===== src/rtl/fifo_pkg.sv =====
// Shared constants and helpers for the synchronous FIFO family.
// Pointer width helper: one extra MSB beyond the address separates full from empty.
package fifo_pkg;

    localparam int FIFO_WIDTH_DEF = 8;
    localparam int FIFO_DEPTH_DEF = 16;

    function automatic int fifo_ptr_w(input int depth);
        return $clog2(depth) + 1;
    endfunction

endpackage


===== src/rtl/fifo_mem.sv =====
// Simple dual-port register array: one synchronous write port, async read.
// Ports: clk, we/waddr/wdata (write), raddr/rdata (combinational read).
module fifo_mem
    import fifo_pkg::*;
#(
    parameter int WIDTH = FIFO_WIDTH_DEF,
    parameter int DEPTH = FIFO_DEPTH_DEF,
    parameter int AW    = $clog2(DEPTH)
) (
    input  logic             clk,
    input  logic             we,
    input  logic [AW-1:0]    waddr,
    input  logic [WIDTH-1:0] wdata,
    input  logic [AW-1:0]    raddr,
    output logic [WIDTH-1:0] rdata
);

    logic [WIDTH-1:0] mem [DEPTH];

    always_ff @(posedge clk) begin
        if (we) begin
            mem[waddr] <= wdata;
        end
    end

    assign rdata = mem[raddr];

endmodule


===== src/rtl/fifo_sync_param.sv =====
// Single-clock parametrised FIFO with count, almost flags, sticky errors.
// Ports: clk, rst_n, wr_en/datain, rd_en/dataout, full/empty, almost_full/
// almost_empty, count, overflow/underflow, clr_err. FIFO_FWFT_EN: fall-through.
module fifo_sync_param
    import fifo_pkg::*;
#(
    parameter int WIDTH     = FIFO_WIDTH_DEF,
    parameter int DEPTH     = FIFO_DEPTH_DEF,
    parameter int AF_THRESH = DEPTH - 2,
    parameter int AE_THRESH = 2
) (
    input  logic                   clk,
    input  logic                   rst_n,
    input  logic                   wr_en,
    input  logic [WIDTH-1:0]       datain,
    input  logic                   rd_en,
    output logic [WIDTH-1:0]       dataout,
    output logic                   full,
    output logic                   empty,
    output logic                   almost_full,
    output logic                   almost_empty,
    output logic [$clog2(DEPTH):0] count,
    output logic                   overflow,
    output logic                   underflow,
    input  logic                   clr_err
);

    localparam int PW = fifo_ptr_w(DEPTH);
    localparam int AW = PW - 1;
    localparam logic [AW:0] AF_T = (AW+1)'(AF_THRESH);
    localparam logic [AW:0] AE_T = (AW+1)'(AE_THRESH);

    if (AF_THRESH < 0 || AF_THRESH > DEPTH) begin : g_bad_af
        $error("fifo_sync_param: AF_THRESH out of range");
    end
    if (AE_THRESH < 0 || AE_THRESH > DEPTH) begin : g_bad_ae
        $error("fifo_sync_param: AE_THRESH out of range");
    end
    if (DEPTH < 4 || (DEPTH & (DEPTH - 1)) != 0) begin : g_bad_depth
        $error("fifo_sync_param: DEPTH must be a power of two >= 4");
    end

    logic [AW:0]      wr_ptr;
    logic [AW:0]      rd_ptr;
    logic [AW:0]      count_nxt;
    logic             wr_acc;
    logic             rd_acc;
    logic [WIDTH-1:0] rdata;

    // Flags derive only from registered state, never from wr_en/rd_en.
    assign full  = (wr_ptr[AW] != rd_ptr[AW]) &&
                   (wr_ptr[AW-1:0] == rd_ptr[AW-1:0]);
    assign empty = (wr_ptr == rd_ptr);
    assign almost_full  = (count >= AF_T);
    assign almost_empty = (count <= AE_T);

    assign wr_acc = wr_en && !full;
    assign rd_acc = rd_en && !empty;

    always_comb begin
        count_nxt = count;
        case ({wr_acc, rd_acc})
            2'b10:   count_nxt = count + 1'b1;
            2'b01:   count_nxt = count - 1'b1;
            default: count_nxt = count;
        endcase
    end

    fifo_mem #(
        .WIDTH (WIDTH),
        .DEPTH (DEPTH),
        .AW    (AW)
    ) u_mem (
        .clk   (clk),
        .we    (wr_acc),
        .waddr (wr_ptr[AW-1:0]),
        .wdata (datain),
        .raddr (rd_ptr[AW-1:0]),
        .rdata (rdata)
    );

    always_ff @(posedge clk or negedge rst_n) begin
        if (!rst_n) begin
            wr_ptr <= '0;
            rd_ptr <= '0;
            count  <= '0;
        end else begin
            if (wr_acc) wr_ptr <= wr_ptr + 1'b1;
            if (rd_acc) rd_ptr <= rd_ptr + 1'b1;
            count <= count_nxt;
        end
    end

    // Sticky errors: a set condition beats a simultaneous clear.
    always_ff @(posedge clk or negedge rst_n) begin
        if (!rst_n) begin
            overflow  <= 1'b0;
            underflow <= 1'b0;
        end else begin
            if (wr_en && full)  overflow <= 1'b1;
            else if (clr_err)   overflow <= 1'b0;
            if (rd_en && empty) underflow <= 1'b1;
            else if (clr_err)   underflow <= 1'b0;
        end
    end

`ifdef FIFO_FWFT_EN
    assign dataout = empty ? '0 : rdata;
`else
    logic [WIDTH-1:0] dout_q;

    always_ff @(posedge clk or negedge rst_n) begin
        if (!rst_n) begin
            dout_q <= '0;
        end else if (rd_acc) begin
            dout_q <= rdata;
        end
    end

    assign dataout = dout_q;
`endif

endmodule


===== config.mk =====
export PLATFORM = sky130hd
export DESIGN_NAME = fifo_sync_param
export DESIGN_NICKNAME = d
export VERILOG_FILES = /design/src/rtl/fifo_pkg.sv /design/src/rtl/fifo_mem.sv /design/src/rtl/fifo_sync_param.sv
export SDC_FILE = /design/constraint.sdc
export NUM_CORES = 1
export LEC_CHECK = 0
export BUFFER_PORTS_ARGS = -buffer_cell sky130_fd_sc_hd__buf_2
export CAP_MARGIN = 20
export CORE_MARGIN = 2
export CORE_UTILIZATION = 62
export DETAILED_ROUTE_END_ITERATION = 6
export PLACE_DENSITY_LB_ADDON = 0.1
export SYNTH_ARGS = -nofsm -noshare
export SYNTH_HDL_FRONTEND = slang
export SYNTH_SLANG_ARGS = --single-unit

===== constraint.sdc =====
create_clock -name clk -period 6.2 [get_ports clk]
set_input_delay 0.93 -clock clk [delete_from_list [all_inputs] [get_ports clk]]
set_output_delay 0.93 -clock clk [all_outputs]
set_load 0.01 [all_outputs]

==> flow_summary.ini <==
[detailed_routing]
wl_per_cell_um = 22.5
routed_wl_mm = 11.4
ant_nets = 0
first_pass_iters = 4
drtIter0Drc = 295
drcViolationCount = 0
routed-via-count = 3029
vias_per_cell = 5.97

[job]
maxCapViolations = 0

[global_routing]
grt_max_degree = 37
grt_overflow = 0
grt_pass1_vias = 3091
grt.total_usage_pct = 22.7
antenna_found_initial = 0
grt_pass1_wl_mm = 18.0

[timing]
achievable-frequency_ghz = 0.309
post-route-period-util_pct = 52.1
setup_viol_count_final = 0
setup_tns_ns = 0
setup_slack_ns = 2.97
rsz0062_at_grt = false
final.setup_skew_ns = 0.0118
worst_slew_pin_slew_ns = 0.673
whs_ns = 0.413
period_minus_slack_ns = 3.23
slew-limit-headroom_pct = 54.8
hold_viol_final = 0
slew_violations = 0

[floorplan]
rows = 37
die_w_um = 106
io_pins = 32
die-area_um2 = 11200
coreArea_um2 = 10200
start_util_pct = 62.8
fp.dieH_um = 106

[finish]
drive_gt1_share_pct = 25.6
diodes = 0
nFillCells = 651
nets = 381
final_util_pct = 70.5
syn_to_final_growth_pct = 12.1

[pwr]
irDropWorstVdd_mv = 0.388
finalPower_mw = 3.47
leakage_nw = 2.67
cellPowerDensity_nw_per_um2 = 483

[synth]
synth.distinct_cells = 40
synth-main-ff-cell = edfxtp_1
synth_async_sr_flop_share_pct = 16.3
synth_edf_count = 128
syn_inst = 322
netlist_area_um2 = 6400
syn_nets = 345
syn_area_per_cell_um2 = 19.9
seq_area_frac_synth_pct = 69.8
synth_seq_cells = 153
ys.warnings.count = 0

[hold_path]
hold_path_class = input pin to asynchronous set/reset pin

[worst_setup_path]
worstPathRequired_ns = 6.59
crit_arrival_ns = 3.63
path_max_fanout = 36
cp-end-kind = flop
start_kind = flop
path_class = flop to flop

[clocking]
cts.sinks = 153
cts_max_level = 4
clk-insertion-delay-late_ns = 0.52
cts_repair_resize_count = 0
clockRootBuffer = clkbuf_8
cts_buffers = 17
tritoncts = yes
post_cts_buffers = 0
cts.path.max_buffers = 2
hold_buffers = 0
cts.clk_slew.worst_paths_ns = 0.06

[place]
dp_hpwl_mm = 6.95
place_congestion = 0.761
portBuffers = 31
place_ws_ns = 2.96

[status]
outcome = finished, final reports clean
[registers in the layout, summed over array words and instances (netlist names)]
register   flops
u_mem.mem    128
overflow       1
underflow      1
rd_ptr         5
wr_ptr         5
count          5
dataout        8
[where the power goes]
part	internal, mW	switching [mW]
logic	0.495	0.536
registers	1.29	0.117
clock network	0.657	0.371
total	2.44	1.02
[path summary, 6_finish.rpt]
path	startpoint	endpoint	slack (ns)	depth (start not counted)
worst max-delay path	rd_ptr[1]	count[4]	2.97	11
worst min-delay path	rst_n	dataout[6]	0.41	1
worst max register to register	rd_ptr[1]	count[4]	2.97	11
worst min register to register	dataout[1]	dataout[1]	0.51	1
max in group asynchronous	rst_n	rd_ptr[0]	5.36	1
min in group clk	dataout[1]	dataout[1]	0.51	1
[routing by layer]
layer	track usage (%)	vias up	share of wire, %
met1	30.9	1554	43
met4	7.24	0	1.1
met2	35.9	107	51
li1	-	1360	-
met3	6.93	8	5.8
met5	0	-	0
[cells in the mapped netlist, types with 2 or more instances]
master      n  area (um^2)
mux4_1     17          447
xor2_1      9         78.8
a22oi_1    16          120
clkbuf_2    3         15.0
nand4_1     2         12.5
and2_1      3         18.8
mux2_4      9          135
buf_12      2         40.0
nand2_1    15         56.3
buf_2       2         10.0
dfrtp_1    25          626
ha_1        9          113
mux4_2     15          338
a21o_1      2         15.0
o21ai_0     5         25.0
nor2b_1     2         12.5
nor2_1      3         11.3
and3_1     15         93.8
clkbuf_8    5         68.8
inv_1       5         18.8
buf_6       3         33.8
xnor2_1     9         78.8
edfxtp_1  128         3840
a21oi_1     2         10.0
[worst max-delay path, cell delays in order (launching register included)]
cell and delay, ns:
dfrtp_1 0.33, buf_4 0.42, xor2_1 0.27, nor4_4 0.10, a21boi_4 0.56, ha_1 0.39, ha_1 0.31, a21o_1 0.19
a21oi_1 0.16, xor2_1 0.15, nor2_1 0.06, xor2_1 0.15
[layout make-up]
class / instances / area [um^2] / share of cell area, %
Clock buffer: 30 / 609 / 8.49
Clock inverter: 2 / 11.3 / 0.157
Inverter: 5 / 18.8 / 0.262
Multi-Input combinational cell: 146 / 1710 / 23.8
Sequential cell: 153 / 4470 / 62.3
Tap cell: 136 / 170 / 2.37
Timing Repair Buffer: 35 / 185 / 2.58
[stage by stage]
step | std cells | area [um^2]
floorplan | 322 | 6400
global placement | 474 | 6550
detailed placement | 475 | 6560
CTS | 507 | 7180
global route | 507 | 7180
finish | 507 | 7180
[logic make-up (layout without fill, tap and decap cells)]
| kind of cell | count (synthesis) | in the layout | share of synthesized area, % |
|---|---|---|---|
| AO/OA/AOI/OAI | 29 | 29 | 3.34 |
| XOR/XNOR | 19 | 19 | 2.72 |
| adder cells (fa/ha/maj) | 10 | 10 | 2.07 |
| buffers and inverters | 23 | 72 | 3.42 |
| flip-flops | 153 | 153 | 69.8 |
| multiplexers | 42 | 42 | 14.5 |
| AND/OR/NAND/NOR | 46 | 46 | 4.07 |
[layout by cell type (no fill, tap or decap), types with 15 or more instances in the layout]
cell type,count
nand2_1,15
a22oi_1,16
clkbuf_16,21
and3_1,15
mux4_1,17
edfxtp_1,128
buf_2,31
mux4_2,15
dfrtp_1,24
Power figures use the tool's default switching activity.
